==> src/rtl/fifo_byte_packer_if.sv <==
// Handshake bundle between the 12-bit sample FIFO, the byte packer and the byte transmitter.
// The packer side is the master; the FIFO and transmitter side is the slave.
interface fifo_byte_packer_if;
    localparam int unsigned SAMPLE_W = 12;
    localparam int unsigned BYTE_W   = 8;

    logic                fifo_empty;
    logic [SAMPLE_W-1:0] fifo_data;
    logic                fifo_rd_en;
    logic [BYTE_W-1:0]   out_data;
    logic                out_valid;
    logic                out_ready;

    modport master (
        input  fifo_empty,
        input  fifo_data,
        input  out_ready,
        output fifo_rd_en,
        output out_data,
        output out_valid
    );

    modport slave (
        output fifo_empty,
        output fifo_data,
        output out_ready,
        input  fifo_rd_en,
        input  out_data,
        input  out_valid
    );
endinterface

==> src/rtl/fifo_byte_packer.sv <==
// Pops 12-bit samples from a FIFO and packs each pair into three big-endian bytes.
// A flush pushes out a lone held sample as two bytes with the low nibble zero-padded.
module fifo_byte_packer #(
    parameter int unsigned CNT_W = 16
) (
    input  logic                clk,
    input  logic                rst,
    fifo_byte_packer_if.master  bus,
    input  logic                flush,
    output logic                busy,
    output logic [CNT_W-1:0]    grp_cnt
);
    localparam int unsigned SAMPLE_W = 12;
    localparam int unsigned BYTE_W   = 8;

    typedef enum logic [3:0] {
        GET_A, WAIT_A, GET_B, WAIT_B, SEND0, SEND1, SEND2, FL0, FL1
    } state_t;

    state_t              state_q, state_d;
    logic [SAMPLE_W-1:0] a_q, a_d;
    logic [SAMPLE_W-1:0] b_q, b_d;
    logic [BYTE_W-1:0]   out_data_q, out_data_d;
    logic                out_valid_q, out_valid_d;
    logic                flush_pend_q, flush_pend_d;
    logic [CNT_W-1:0]    grp_q, grp_d;
    logic                busy_q, busy_d;
    logic                pop_c;
    logic                hs_c;

    // State and datapath registers
    always_ff @(posedge clk or negedge rst) begin
        if (!rst) begin
            state_q      <= GET_A;
            a_q          <= '0;
            b_q          <= '0;
            out_data_q   <= '0;
            out_valid_q  <= 1'b0;
            flush_pend_q <= 1'b0;
            grp_q        <= '0;
            busy_q       <= 1'b0;
        end else begin
            state_q      <= state_d;
            a_q          <= a_d;
            b_q          <= b_d;
            out_data_q   <= out_data_d;
            out_valid_q  <= out_valid_d;
            flush_pend_q <= flush_pend_d;
            grp_q        <= grp_d;
            busy_q       <= busy_d;
        end
    end

    // Next-state, pop request and next output byte
    always_comb begin
        state_d      = state_q;
        a_d          = a_q;
        b_d          = b_q;
        grp_d        = grp_q;
        flush_pend_d = flush_pend_q | flush;
        pop_c        = 1'b0;
        hs_c         = out_valid_q & bus.out_ready;
        out_valid_d  = 1'b0;
        out_data_d   = out_data_q;

        case (state_q)
            GET_A: begin
                // Nothing is held here, so only a flush arriving this very cycle survives
                flush_pend_d = flush;
                if (!bus.fifo_empty) begin
                    pop_c   = 1'b1;
                    state_d = WAIT_A;
                end
            end
            WAIT_A: begin
                a_d     = bus.fifo_data;
                state_d = GET_B;
            end
            GET_B: begin
                if (!bus.fifo_empty) begin
                    pop_c   = 1'b1;
                    state_d = WAIT_B;
                end else if (flush_pend_q) begin
                    state_d = FL0;
                end
            end
            WAIT_B: begin
                b_d     = bus.fifo_data;
                state_d = SEND0;
            end
            SEND0: if (hs_c) state_d = SEND1;
            SEND1: if (hs_c) state_d = SEND2;
            SEND2: begin
                if (hs_c) begin
                    grp_d   = grp_q + CNT_W'(1);
                    state_d = GET_A;
                end
            end
            FL0: if (hs_c) state_d = FL1;
            FL1: begin
                if (hs_c) begin
                    grp_d        = grp_q + CNT_W'(1);
                    flush_pend_d = flush;
                    state_d      = GET_A;
                end
            end
            default: state_d = GET_A;
        endcase

        // Byte for the state being entered; a and b are already settled by then
        case (state_d)
            SEND0: begin
                out_valid_d = 1'b1;
                out_data_d  = a_q[11:4];
            end
            SEND1: begin
                out_valid_d = 1'b1;
                out_data_d  = {a_q[3:0], b_q[11:8]};
            end
            SEND2: begin
                out_valid_d = 1'b1;
                out_data_d  = b_q[7:0];
            end
            FL0: begin
                out_valid_d = 1'b1;
                out_data_d  = a_q[11:4];
            end
            FL1: begin
                out_valid_d = 1'b1;
                out_data_d  = {a_q[3:0], 4'h0};
            end
            default: begin
                out_valid_d = 1'b0;
                out_data_d  = out_data_q;
            end
        endcase

        busy_d = (state_d != GET_A) | flush_pend_d;
    end

    assign bus.fifo_rd_en = pop_c & rst;
    assign bus.out_data   = out_data_q;
    assign bus.out_valid  = out_valid_q;
    assign busy           = busy_q;
    assign grp_cnt        = grp_q;

endmodule

==> src/flat_wrapper.sv <==
// flat-port wrapper written by rule: the top's interface ports become plain ports
module fifo_byte_packer_flat 
#(
    parameter int unsigned CNT_W = 16
)
  (clk, rst, flush, busy, grp_cnt, bus_fifo_empty, bus_fifo_data, bus_out_ready, bus_fifo_rd_en, bus_out_data, bus_out_valid);
  fifo_byte_packer_if bus_i ();
  input  logic clk;
  input  logic rst;
  input  logic flush;
  output logic busy;
  output logic [CNT_W-1:0] grp_cnt;
  input wire logic [$bits(bus_i.fifo_empty)-1:0] bus_fifo_empty;
  input wire logic [$bits(bus_i.fifo_data)-1:0] bus_fifo_data;
  input wire logic [$bits(bus_i.out_ready)-1:0] bus_out_ready;
  output wire logic [$bits(bus_i.fifo_rd_en)-1:0] bus_fifo_rd_en;
  output wire logic [$bits(bus_i.out_data)-1:0] bus_out_data;
  output wire logic [$bits(bus_i.out_valid)-1:0] bus_out_valid;
  assign bus_i.fifo_empty = bus_fifo_empty;
  assign bus_i.fifo_data = bus_fifo_data;
  assign bus_i.out_ready = bus_out_ready;
  assign bus_fifo_rd_en = bus_i.fifo_rd_en;
  assign bus_out_data = bus_i.out_data;
  assign bus_out_valid = bus_i.out_valid;
  fifo_byte_packer #(.CNT_W(CNT_W)) u_core (.clk(clk), .rst(rst), .bus(bus_i), .flush(flush), .busy(busy), .grp_cnt(grp_cnt));
endmodule
==> config.mk <==
export PLATFORM = sky130hd
export DESIGN_NAME = fifo_byte_packer_flat
export DESIGN_NICKNAME = d
export VERILOG_FILES = /design/src/rtl/fifo_byte_packer_if.sv /design/src/rtl/fifo_byte_packer.sv /design/src/flat_wrapper.sv
export SDC_FILE = /design/constraint.sdc
export NUM_CORES = 1
export LEC_CHECK = 0
export ABC_AREA = 1
export BUFFER_PORTS_ARGS = -buffer_cell sky130_fd_sc_hd__buf_2
export CAP_MARGIN = 20
export CORE_ASPECT_RATIO = 1.1
export CORE_UTILIZATION = 60
export CTS_CLUSTER_SIZE = 16
export DETAILED_ROUTE_END_ITERATION = 6
export PLACE_DENSITY_LB_ADDON = 0.25
export REMOVE_ABC_BUFFERS = 1
export SLEW_MARGIN = 20
export SYNTH_ARGS = -nofsm -noshare
export SYNTH_HDL_FRONTEND = slang
export SYNTH_SLANG_ARGS = --single-unit
==> constraint.sdc <==
create_clock -name clk -period 2.5 [get_ports clk]
set_clock_uncertainty 0.05 [all_clocks]
set_input_delay 0.25 -clock clk [delete_from_list [all_inputs] [get_ports clk]]
set_output_delay 0.25 -clock clk [all_outputs]
set_load 0.03 [all_outputs]
== After elaboration in Yosys (flattened, before gate mapping) ==
Cells that the tools add are included.

* Add/sub/neg operators: 1
* Multiply operators: 0
* Divide/modulo/power cells: 0
* Magnitude comparators: 0
* Eq/ne operators: 13
* Shift operators: 0
* Multiplexer cells: 14
* Bitwise operators: 4
* Reduce and logical (&&, ||, !) cells: 8

{| class="wikitable"
|+ Operators with widths
! cell !! number
|-
| == test 4 x 3 -> 1 bit (second input constant) || 8
|-
| case mux 4 bit (8 select lines) || 1
|-
| case mux 8 bit (4 select lines) || 1
|-
| two-way mux 4 bit || 7
|-
| adder 16 x 1 -> 16 bit (second input constant) || 1
|-
| == test 4 x 2 -> 1 bit (second input constant) || 2
|-
| == test 4 bit (second input constant) || 2
|-
| nonzero test 4 bit || 2
|-
| OR reduction 2 bit || 3
|-
| OR reduction 5 bit || 1
|-
| == test 4 x 1 -> 1 bit (second input constant) || 1
|-
| logical NOT 4 bit || 1
|-
| two-way mux 1 bit || 4
|-
| bitwise AND 1 bit || 2
|-
| bitwise OR 1 bit || 2
|-
| case mux 1 bit (2 select lines) || 1
|-
| AND reduction 2 bit || 1
|}

* Register bits after elaboration: 55
* Latch bits: 0
* Bits in writable memories: 0
* ROM bits: 0
* Input bits: 17
* Output and inout bits: 27
* Memories: 0

== Longest topological paths before layout ==
Gate-level depths: netlist of run 1.

* Depth in word-level cells: 6
* Mapped depth: 13

== Worst setup path before layout of run 1 ==
Ideal clock, no wire load.

* Path type: register to register
* Start: register u_core.grp_q[0] (netlist: u_core.grp_cnt[0])
* End: register u_core.grp_q[14] (netlist: u_core.grp_cnt[14])
* Arrival time: 1.612 ns
* Setup slack: 0.705 ns
* Stages on the path, launching flop included: 7
* Clock period less this slack: 1.795 ns
* Path through: dfrtp_1 ha_1 nand3_1 nand3b_1 nor4_4 nand3_1 xnor2_1

* Word-level cells in the longest chain between the ends: 1

{| class="wikitable"
|+ Ends and longest elaborated chain
! what !! line !! source
|-
| start, declared || fifo_byte_packer.sv:26 || <nowiki>logic [CNT_W-1:0] grp_q, grp_d;</nowiki>
|-
| start signal, assigned || fifo_byte_packer.sv:49 || <nowiki>grp_q <= grp_d;</nowiki>
|-
| adder 16 x 1 -> 16 bit || fifo_byte_packer.sv:95, fifo_byte_packer.sv:102 ||
|}

No other way between the ends.
A chain may end at the register's enable or synchronous reset.

== Final worst setup path of run 1 ==
* Start: register u_core.state_q[0]
* End: register u_core.out_data_q[6] (netlist: u_core.bus.out_data[6])

* Word-level cells in the longest chain between the ends: 6
* Elaborated cells between the ends (all ways): 26
* Those cells by class: eq/ne (13); mux (9); reduce/logical (4)

{| class="wikitable"
|+ Ends and longest elaborated chain
! what !! line !! source
|-
| start, declared || fifo_byte_packer.sv:20 || <nowiki>state_t state_q, state_d;</nowiki>
|-
| start signal, assigned || fifo_byte_packer.sv:43 || <nowiki>state_q <= state_d;</nowiki>
|-
| == test 4 x 3 -> 1 bit, or another cell as far along || fifo_byte_packer.sv:66 || <nowiki>case (state_q)</nowiki>
|-
| OR reduction 2 bit (no line) or two-way mux 4 bit (tied branches) || -- ||
|-
| case mux 4 bit (8 select lines) (*) || fifo_byte_packer.sv:66 ||
|-
| == test 4 x 3 -> 1 bit || fifo_byte_packer.sv:111 || <nowiki>case (state_d)</nowiki>
|-
| OR reduction 2 bit (no line) || -- ||
|-
| case mux 8 bit (4 select lines) or nonzero test 4 bit (tied branches) || -- ||
|-
| end signal, assigned || fifo_byte_packer.sv:46 || <nowiki>out_data_q <= out_data_d;</nowiki>
|-
| end, declared || fifo_byte_packer.sv:23 || <nowiki>logic [BYTE_W-1:0] out_data_q, out_data_d;</nowiki>
|}

Every way passes the cells marked *; elsewhere a longest branch is shown, timed or not.

==> results.json, run 1 <==
{
  "initial_core_util": 0.6207,
  "grt.total_usage": 0.2485,
  "leakagePower_uw": 0.001685,
  "yosys.area.top_type": "dfrtp_1",
  "grt_first_pass_wirelength_um": 8894,
  "nets": 373,
  "ctsHtreeMaxLevel": 2,
  "crit_top_cell": "nand2_1",
  "core_area_um2": 4285,
  "routed_wl_um": 5194,
  "vias": 2165,
  "min_path_type": "in -> async",
  "ys_warn_count": 0,
  "worst-path-max-fanout": 11,
  "post-route-period-util": 0.8696,
  "netlist-cell-type-count": 31,
  "yosys.area_share.xor_xnor": 0.04610,
  "cts.clk_slew.worst_paths_ns": 0.11,
  "die_area_um2": 4704,
  "synth_top_family_by_area": "simple AND/OR/NAND/NOR gates",
  "ir_drop_mv": 0.6869,
  "synth-simple-area-share": 0.2832,
  "tightest_slew_ns": 0.6670,
  "place_area_um2": 2924,
  "ant_nets": 0,
  "overflow": 0,
  "setup_viol": 0,
  "numCtsBuffers": 5,
  "area_growth_pct": 14.30,
  "post_cts_resized": 0,
  "gp_congestion": 0.9947,
  "relSlewSlack": 0.5553,
  "path_cells": "inv_1, nand2_1, inv_1, nand3_1, nand2_1, nor2_1, nand2_1, nand3_2, inv_2, nand2_1, nand3_1, nand2_1, inv_1",
  "final.setup.tns_ns": 0,
  "status": "finished clean",
  "rows": 25,
  "clockBufferDepth": 2,
  "synth_cells": 310,
  "preCtsSetupSlack_ns": 0.4006,
  "root_buffer": "clkbuf_8",
  "drive_gt1_frac": 0.2079,
  "io-pin-count": 44,
  "cts_setup_buffers": 0,
  "synth_top_area_frac": 0.5174,
  "cp_slowest_cell": "nor2_1",
  "crit_type": "reg -> reg",
  "synth.ff_latch_count": 55,
  "cp-end-kind": "flip-flop",
  "crit_arrival_ns": 2.33,
  "rsz0062_at_grt": "no",
  "post_drt_wl_per_cell_um": 12.67,
  "crit_family": "simple AND/OR/NAND/NOR gates",
  "grt_pass1_vias": 2063,
  "postCtsHoldBufs": 0,
  "drc": 0,
  "finalNonFillerCells": 410,
  "synth_area_leaders": "dfrtp_1 52%, nand2_1 10%, inv_1 6.2%",
  "timing.max_cap.violations": 0,
  "clk_latency_ns": 0.32,
  "worstPathRequired_ns": 2.66,
  "grt_max_degree": 56,
  "io_buffers": 43,
  "via_per_inst": 5.280,
  "critPathBufInv": 4,
  "cpPeakStageDelay_ns": 0.48,
  "period_needed_ns": 2.174,
  "cp-start-kind": "flip-flop",
  "fill_cells": 346,
  "dr.first_iter.drc_count": 139,
  "cts_tree": "done",
  "antenna_cells": 0,
  "worst_slack_ns": 0.3259,
  "synth_area_per_cell_um2": 8.581,
  "final_area_um2": 3040,
  "ys_seq_area_frac": 0.5174,
  "die_w_um": 65.49,
  "die_y_um": 71.84,
  "muxShareOfSynthArea": 0.004233,
  "synth_compound_area_frac": 0.06397,
  "hold_viol": 0,
  "syn_area_um2": 2660,
  "hpwl_um": 3721,
  "antenna_found_initial": 0,
  "synthAdderAreaFrac": 0.004704,
  "drtPass1Iterations": 7,
  "max_clock_freq_ghz": 0.4600,
  "cts_sinks": 55,
  "slew_viol_final": 0,
  "power_density_nw_per_um2": 1256,
  "post-place-cells": 402
}
==> cell type report <==
class / count / area, um^2 / share of cell area
clock buffer: 5 / 68.82 / 0.02263
sequential: 55 / 1376 / 0.4527
tap: 54 / 67.56 / 0.02222
multi-input combinational: 201 / 1070 / 0.3519
timing repair buffer: 46 / 237.7 / 0.07819
inverter: 46 / 172.7 / 0.05679
clock inverter: 3 / 47.55 / 0.01564
==> sequential cells by signal (all words and copies together) (netlist names) <==
| name | count |
|---|---|
| u_core.grp_cnt | 16 |
| u_core.b_q | 12 |
| u_core.bus.out_data | 8 |
| u_core.flush_pend_q | 1 |
| u_core.a_q | 12 |
| u_core.bus.out_valid | 1 |
| u_core.state_q | 4 |
| u_core.busy | 1 |
==> worst paths after layout <==
kind                                               end  slack [ns]  depth (start not counted)         startpoint
worst max-delay path            u_core.bus.out_data[6]        0.33                         13  u_core.state_q[0]
worst min register to register           u_core.a_q[4]        0.44                          2      u_core.a_q[4]
worst min-delay path                u_core.grp_cnt[13]       0.009                          2                rst
max in group asynchronous       u_core.bus.out_data[5]        1.94                          2                rst
worst max register to register  u_core.bus.out_data[6]        0.33                         13  u_core.state_q[0]
min in group clk                   u_core.flush_pend_q        0.09                          3              flush
==> metrics by stage <==
| step | util | hold WS (ns) | total power [uW] |
|---|---|---|---|
| after global placement | 0.6823 | 0.3826 | 3155 |
| after CTS | 0.7095 | 0.03866 | 3829 |
| final | 0.7095 | 0.008877 | 3819 |
| after floorplan | - | -0.09559 | 2735 |
| after global routing | 0.7095 | 0.08269 | 4139 |
| after detailed placement | 0.6823 | 0.3835 | 3213 |
==> power by group <==
| group | total (uW) | switching, uW | internal [uW] |
|---|---|---|---|
| Clock | 603 | 299 | 304 |
| Sequential | 1480 | 246 | 1230 |
| Combinational | 1740 | 1170 | 568 |
==> cell usage after synthesis <==
master / number
nand2_4: 2
nor2_4: 2
nand3_4: 1
mux2_2: 1
a21oi_1: 4
buf_6: 1
dfrtp_1: 55
nor2_8: 1
a31oi_1: 1
nand2_1: 72
o21ai_2: 1
nand4_1: 9
nor2_1: 26
buf_2: 3
nand3b_1: 1
nand3b_4: 1
inv_2: 2
nand3_1: 27
nor2_2: 1
o21ai_1: 2
inv_1: 44
or2_2: 4
clkbuf_1: 4
nor3_1: 1
ha_1: 1
xor2_1: 6
o21ai_0: 25
nand3_2: 2
nand2_2: 1
nor4_4: 1
xnor2_1: 8
==> layer usage <==
layer	global-route usage	vias to the layer above	share of wire
met3	0.05096	8	0.051
met4	0.07729	0	0.013
met1	0.3010	1008	0.42
li1	-	1075	-
met5	0	-	0
met2	0.4399	74	0.51
==> placed cells by master (no fill, tap or decap), drive strengths merged, types with 2 or more instances in the layout <==
cell / n
or2: 4
xnor2: 8
buf: 46
nor2: 30
nand3b: 2
nand2: 75
a21oi: 4
dfrtp: 55
nand4: 9
xor2: 6
clkbuf: 5
inv: 47
o21ai: 28
nand3: 30
==> logic make-up after synthesis <==
group	Yosys count
AOI/OAI and AO/OA	33
xor gates and xnor gates	14
adders and majority gates	1
buffers and inverters	54
DFF	55
muxes	1
and+or+nand+nor	152
No activity file was read; power rests on OpenSTA's default activity.
==> inputs of run 2 (changes only) <==
--- a/config.mk
+++ b/config.mk
@@ -11,3 +11,3 @@
 export CORE_ASPECT_RATIO = 1.1
-export CORE_UTILIZATION = 60
+export CORE_UTILIZATION = 56
 export CTS_CLUSTER_SIZE = 16
==> constraint.sdc (replaced) <==
create_clock -name clk -period 2.2 [get_ports clk]
set_clock_uncertainty 0.05 [all_clocks]
set_input_delay 0.22 -clock clk [delete_from_list [all_inputs] [get_ports clk]]
set_output_delay 0.22 -clock clk [all_outputs]
set_load 0.1 [all_outputs]
==> results.json, run 2 (synthesized netlist as in run 1, its figures left out) <==
{
  "die_y_um": 74.29,
  "grt_pass1_vias": 1943,
  "period_needed_ns": 1.858,
  "overflow": 0,
  "grt.total_usage": 0.2277,
  "crit_start": "u_core.state_q[0]",
  "rows": 25,
  "post-place-cells": 404,
  "timing.hold.ws_ns": -0.01847,
  "cts_setup_buffers": 0,
  "cp-end-kind": "flip-flop",
  "post-route-period-util": 0.8445,
  "tightest_slew_ns": 0.6814,
  "relSlewSlack": 0.5458,
  "cts.clk_slew.worst_paths_ns": 0.10,
  "cts_sinks": 55,
  "clockBufferDepth": 2,
  "layout_commonest_cell": "nand2_1",
  "initial_core_util": 0.5989,
  "grt_max_degree": 56,
  "crit_type": "reg -> reg",
  "ir_drop_mv": 0.8425,
  "root_buffer": "clkbuf_8",
  "core_area_um2": 4442,
  "final_area_um2": 3055,
  "crit_arrival_ns": 2.03,
  "rsz0062_at_grt": "no",
  "io-pin-count": 44,
  "antenna_cells": 0,
  "largest_reg_flops": 16,
  "worst-path-max-fanout": 12,
  "die_w_um": 67.72,
  "nets": 375,
  "worstReg2RegStart": "u_core.state_q[0]",
  "ant_nets": 0,
  "layout_common_cells": "72 x nand2_1, 55 x dfrtp_1, 44 x inv_1",
  "die_area_um2": 5030,
  "min_path_type": "in -> async",
  "vias": 2095,
  "p_total_uw": 4924,
  "area_growth_pct": 14.86,
  "routed_wl_um": 5049,
  "cp-endpoint": "u_core.bus.out_data[3]",
  "r2r_end": "u_core.bus.out_data[3]",
  "cp-start-kind": "flip-flop",
  "timing.max_cap.violations": 0,
  "reg2reg_slack_ns": 0.34,
  "drc": 0,
  "ctsHtreeMaxLevel": 2,
  "finalNonFillerCells": 412,
  "worstPathRequired_ns": 2.38,
  "io_buffers": 43,
  "cts_tree": "done",
  "power_density_nw_per_um2": 1612,
  "setup_viol": 0,
  "failed_checks": "negative hold slack",
  "numCtsBuffers": 5,
  "grt_first_pass_wirelength_um": 8549,
  "dr.first_iter.drc_count": 129,
  "status": "finished with violations",
  "gp_congestion": 0.9401,
  "hpwl_um": 3689,
  "antenna_found_initial": 0,
  "slew_viol_final": 0,
  "clk_latency_ns": 0.31,
  "drtPass1Iterations": 4,
  "via_per_inst": 5.085,
  "post_drt_wl_per_cell_um": 12.25,
  "max_clock_freq_ghz": 0.5382,
  "place_area_um2": 2954,
  "drive_gt1_frac": 0.2151,
  "r2r_cells": 10,
  "leakagePower_uw": 0.001690,
  "hold_viol": 15
}
==> run 2: changes by cell type in the layout (fill, tap and decap cells not counted), sizes merged <==
cell and change:
bufinv -1, clkinvlp +1, buf +2
==> run 2: per-layer routing <==
metal / vias up / part of all wire / wire length [um] / track usage
met3: 13 / 0.034 / 174 / 0.03988
met1: 953 / 0.46 / 2316 / 0.2823
met5: - / 0 / 0 / 0
li1: 1074 / - / - / -
met4: 0 / 0.016 / 79 / 0.07329
met2: 55 / 0.49 / 2479 / 0.3982
==> run 2: through the flow <==
| step | setup TNS, ns | util | worst slack [ns] | hold WS [ns] |
|---|---|---|---|---|
| after global placement | 0 | 0.6651 | 0.3245 | 0.3534 |
| after CTS | 0 | 0.6868 | 0.2257 | 0.01226 |
| after floorplan | -2.805 | - | -0.2819 | -0.1256 |
| after detailed placement | 0 | 0.6651 | 0.2582 | 0.3548 |
| after global routing | 0 | 0.6879 | 0.1106 | 0.05319 |
| final | 0 | 0.6879 | 0.3421 | -0.01847 |
==> run 2: worst min-delay path by stage <==
| stage | end | slack (ns) | cells past startpoint |
|---|---|---|---|
| floorplan | u_core.a_q[0] | -0.13 | 0 |
| CTS | u_core.grp_cnt[3] | 0.01 | 2 |
| global placement | u_core.flush_pend_q | 0.35 | 2 |
| global route | u_core.grp_cnt[12] | 0.05 | 2 |
| finish | u_core.flush_pend_q | -0.02 | 2 |
| detailed placement | u_core.flush_pend_q | 0.35 | 2 |
==> run 2: layout make-up <==
type                       instances  area, um^2
sequential                        55        1376
tap                               54       67.56
timing repair buffer              48       267.8
clock inverter                     3       27.53
fill                             378        1386
clock buffer                       5       68.82
multi-input combinational        201        1075
inverter                          46       172.7
==> run 2: worst max-delay path, stage by stage, from the launching register on <==
cell	delay, ns
dfrtp_1	0.45
inv_1	0.09
nand2_1	0.10
inv_1	0.07
nand2_1	0.10
nand3_2	0.23
nand2_1	0.15
nand3_2	0.19
nor2_1	0.15
nor2_1	0.05
a21oi_1	0.15
==> run 2: power breakdown <==
part           switching [uW]  internal (uW)  leakage [uW]
Combinational            1980            693      0.000965
Clock                     341            234     0.0000463
Sequential                274           1400      0.000679
Total                    2600           2330       0.00169
==> run 2: repair_timing <==
| action | in CTS | in global routing |
|---|---|---|
| setup endpoints to repair | 0 | 6 |
| hold buffers | 0 | 0 |
| gates resized for setup | 0 | 1 |
==> inputs of run 3 (changes only) <==
CORE_UTILIZATION = 50   (was 56)
clock period = 1.6 ns   (was 2.2 ns; I/O delays follow)
==> results.json, run 3 (synthesized netlist as in run 1, its figures left out) <==
{
  "initial_core_util": 0.5249,
  "grt_pass1_vias": 2402,
  "r2r_end": "u_core.bus.out_data[6]",
  "cts.clk_slew.worst_paths_ns": 0.11,
  "die_area_um2": 5616,
  "root_buffer": "clkbuf_8",
  "clk_latency_ns": 0.32,
  "clockBufferDepth": 2,
  "drive_gt1_frac": 0.4543,
  "worst-path-max-fanout": 8,
  "crit_start": "u_core.state_q[2]",
  "rsz0062_at_grt": "yes",
  "relSlewSlack": 0.5476,
  "die_y_um": 78.50,
  "nets": 433,
  "numCtsBuffers": 5,
  "die_w_um": 71.55,
  "crit_type": "reg -> reg",
  "cpPeakStageDelay_ns": 0.48,
  "post_drt_wl_per_cell_um": 14.92,
  "failed_checks": "negative setup slack",
  "power_density_nw_per_um2": 2337,
  "io-pin-count": 44,
  "cp-start-kind": "flip-flop",
  "crit_family": "simple AND/OR/NAND/NOR gates",
  "core_area_um2": 5067,
  "cts_sinks": 55,
  "routed_wl_um": 7073,
  "finalNonFillerCells": 474,
  "grt.total_usage": 0.2468,
  "grt_first_pass_wirelength_um": 10840,
  "rows": 27,
  "final_core_util": 0.7583,
  "worstPathRequired_ns": 1.78,
  "largest_reg_flops": 16,
  "final.setup.tns_ns": -2.695,
  "ir_drop_mv": 2.076,
  "cp-endpoint": "u_core.bus.out_data[6]",
  "cts_tree": "done",
  "hold_viol": 0,
  "layout_common_cells": "57 x nand2_1, 52 x dfrtp_1, 48 x buf_4",
  "cp_slowest_cell": "dfrtp_2",
  "cp-end-kind": "flip-flop",
  "ctsHtreeMaxLevel": 2,
  "min_path_type": "in -> reg",
  "cp.depth": 8,
  "reg2reg_slack_ns": -0.22,
  "p_total_uw": 8979,
  "crit_top_cell": "nor2_1",
  "post-place-cells": 434,
  "status": "finished with violations",
  "hpwl_um": 3972,
  "leakagePower_uw": 0.002053,
  "final_area_um2": 3842,
  "layout_commonest_cell": "nand2_1",
  "worstReg2RegStart": "u_core.state_q[2]",
  "drtPass1Iterations": 4,
  "grt_max_degree": 56,
  "place_area_um2": 3154,
  "io_buffers": 43,
  "via_per_inst": 5.350,
  "timing.max_cap.violations": 0,
  "worst_slack_ns": -0.2160,
  "antenna_found_initial": 0,
  "vias": 2536,
  "overflow": 0,
  "critPathBufInv": 1,
  "area_growth_pct": 44.45,
  "crit_arrival_ns": 1.99,
  "ant_nets": 0,
  "gp_congestion": 0.7998,
  "setup_viol": 20,
  "dr.first_iter.drc_count": 124,
  "r2r_cells": 8,
  "max_clock_freq_ghz": 0.5506,
  "slew_viol_final": 0,
  "post-route-period-util": 1.135,
  "drc": 0,
  "period_needed_ns": 1.816,
  "path_cells": "nor2_1, nor2_1, nand3_2, nand3_4, nand3b_4, or2_2, nand2_1, inv_1",
  "tightest_slew_ns": 0.6786,
  "antenna_cells": 0
}
==> run 3: cell count changes in the layout (fill, tap and decap cells not counted), sizes merged <==
cell         delta
bufinv          +1
nand3b          +1
clkinv          -1
buf            +54
dlygate4sd3     +2
nand3           +1
==> run 3: how the worst min path moves through the flow <==
stage | from | endpoint | cells after the start
final | bus_fifo_data[10] | u_core.b_q[10] | 3
after global routing | bus_fifo_data[11] | u_core.a_q[11] | 3
after CTS | bus_fifo_data[11] | u_core.b_q[11] | 3
after detailed placement | rst | u_core.busy | 2
after global placement | rst | u_core.flush_pend_q | 2
after floorplan | rst | u_core.a_q[0] | 0
==> run 3: where the power goes <==
| group | internal, uW | switching (uW) |
|---|---|---|
| registers | 1930 | 417 |
| logic | 2040 | 3630 |
| clock network | 472 | 486 |
==> run 3: worst reg2reg max path: cells and delay by family, from the launching register on <==
| kind | cells | cell delay, ns |
|---|---|---|
| buf+inv | 1 | 0.05 |
| flops | 1 | 0.48 |
| simple gates | 7 | 1.16 |
==> run 3: routing by layer <==
layer / part of all wire / routed length, um / vias up / global-route usage
met5: 0 / 0 / - / 0
met4: 0.049 / 346 / 0 / 0.09020
met3: 0.047 / 329 / 38 / 0.04236
met2: 0.51 / 3639 / 98 / 0.4324
met1: 0.39 / 2758 / 1203 / 0.3046
li1: - / - / 1197 / -
==> run 3: layout make-up <==
type | count | area [um^2]
Tap cell | 58 | 72.57
Clock inverter | 3 | 46.29
Sequential cell | 55 | 1380
Inverter | 46 | 175.2
Multi-Input combinational cell | 203 | 1365
Fill cell | 335 | 1225
Clock buffer | 5 | 68.82
Timing Repair Buffer | 104 | 734.5
==> run 3: what timing repair did <==
item	in CTS	in global routing
cloned	4	0
endpoints found under the hold margin	56	0
hold buffers	2	0
pin swaps	17	20
resized for setup	58	33
buffers inserted	13	13
setup endpoints to repair	17	22
==> run 3: stage by stage <==
step                hold slack [ns]  setup slack (ns)
global placement             0.2976           -0.1914
finish                      0.04401           -0.2160
floorplan                   -0.1856           -0.8819
global route                0.05511           -0.2833
detailed placement           0.2936           -0.1892
CTS                         0.04528           -0.1044
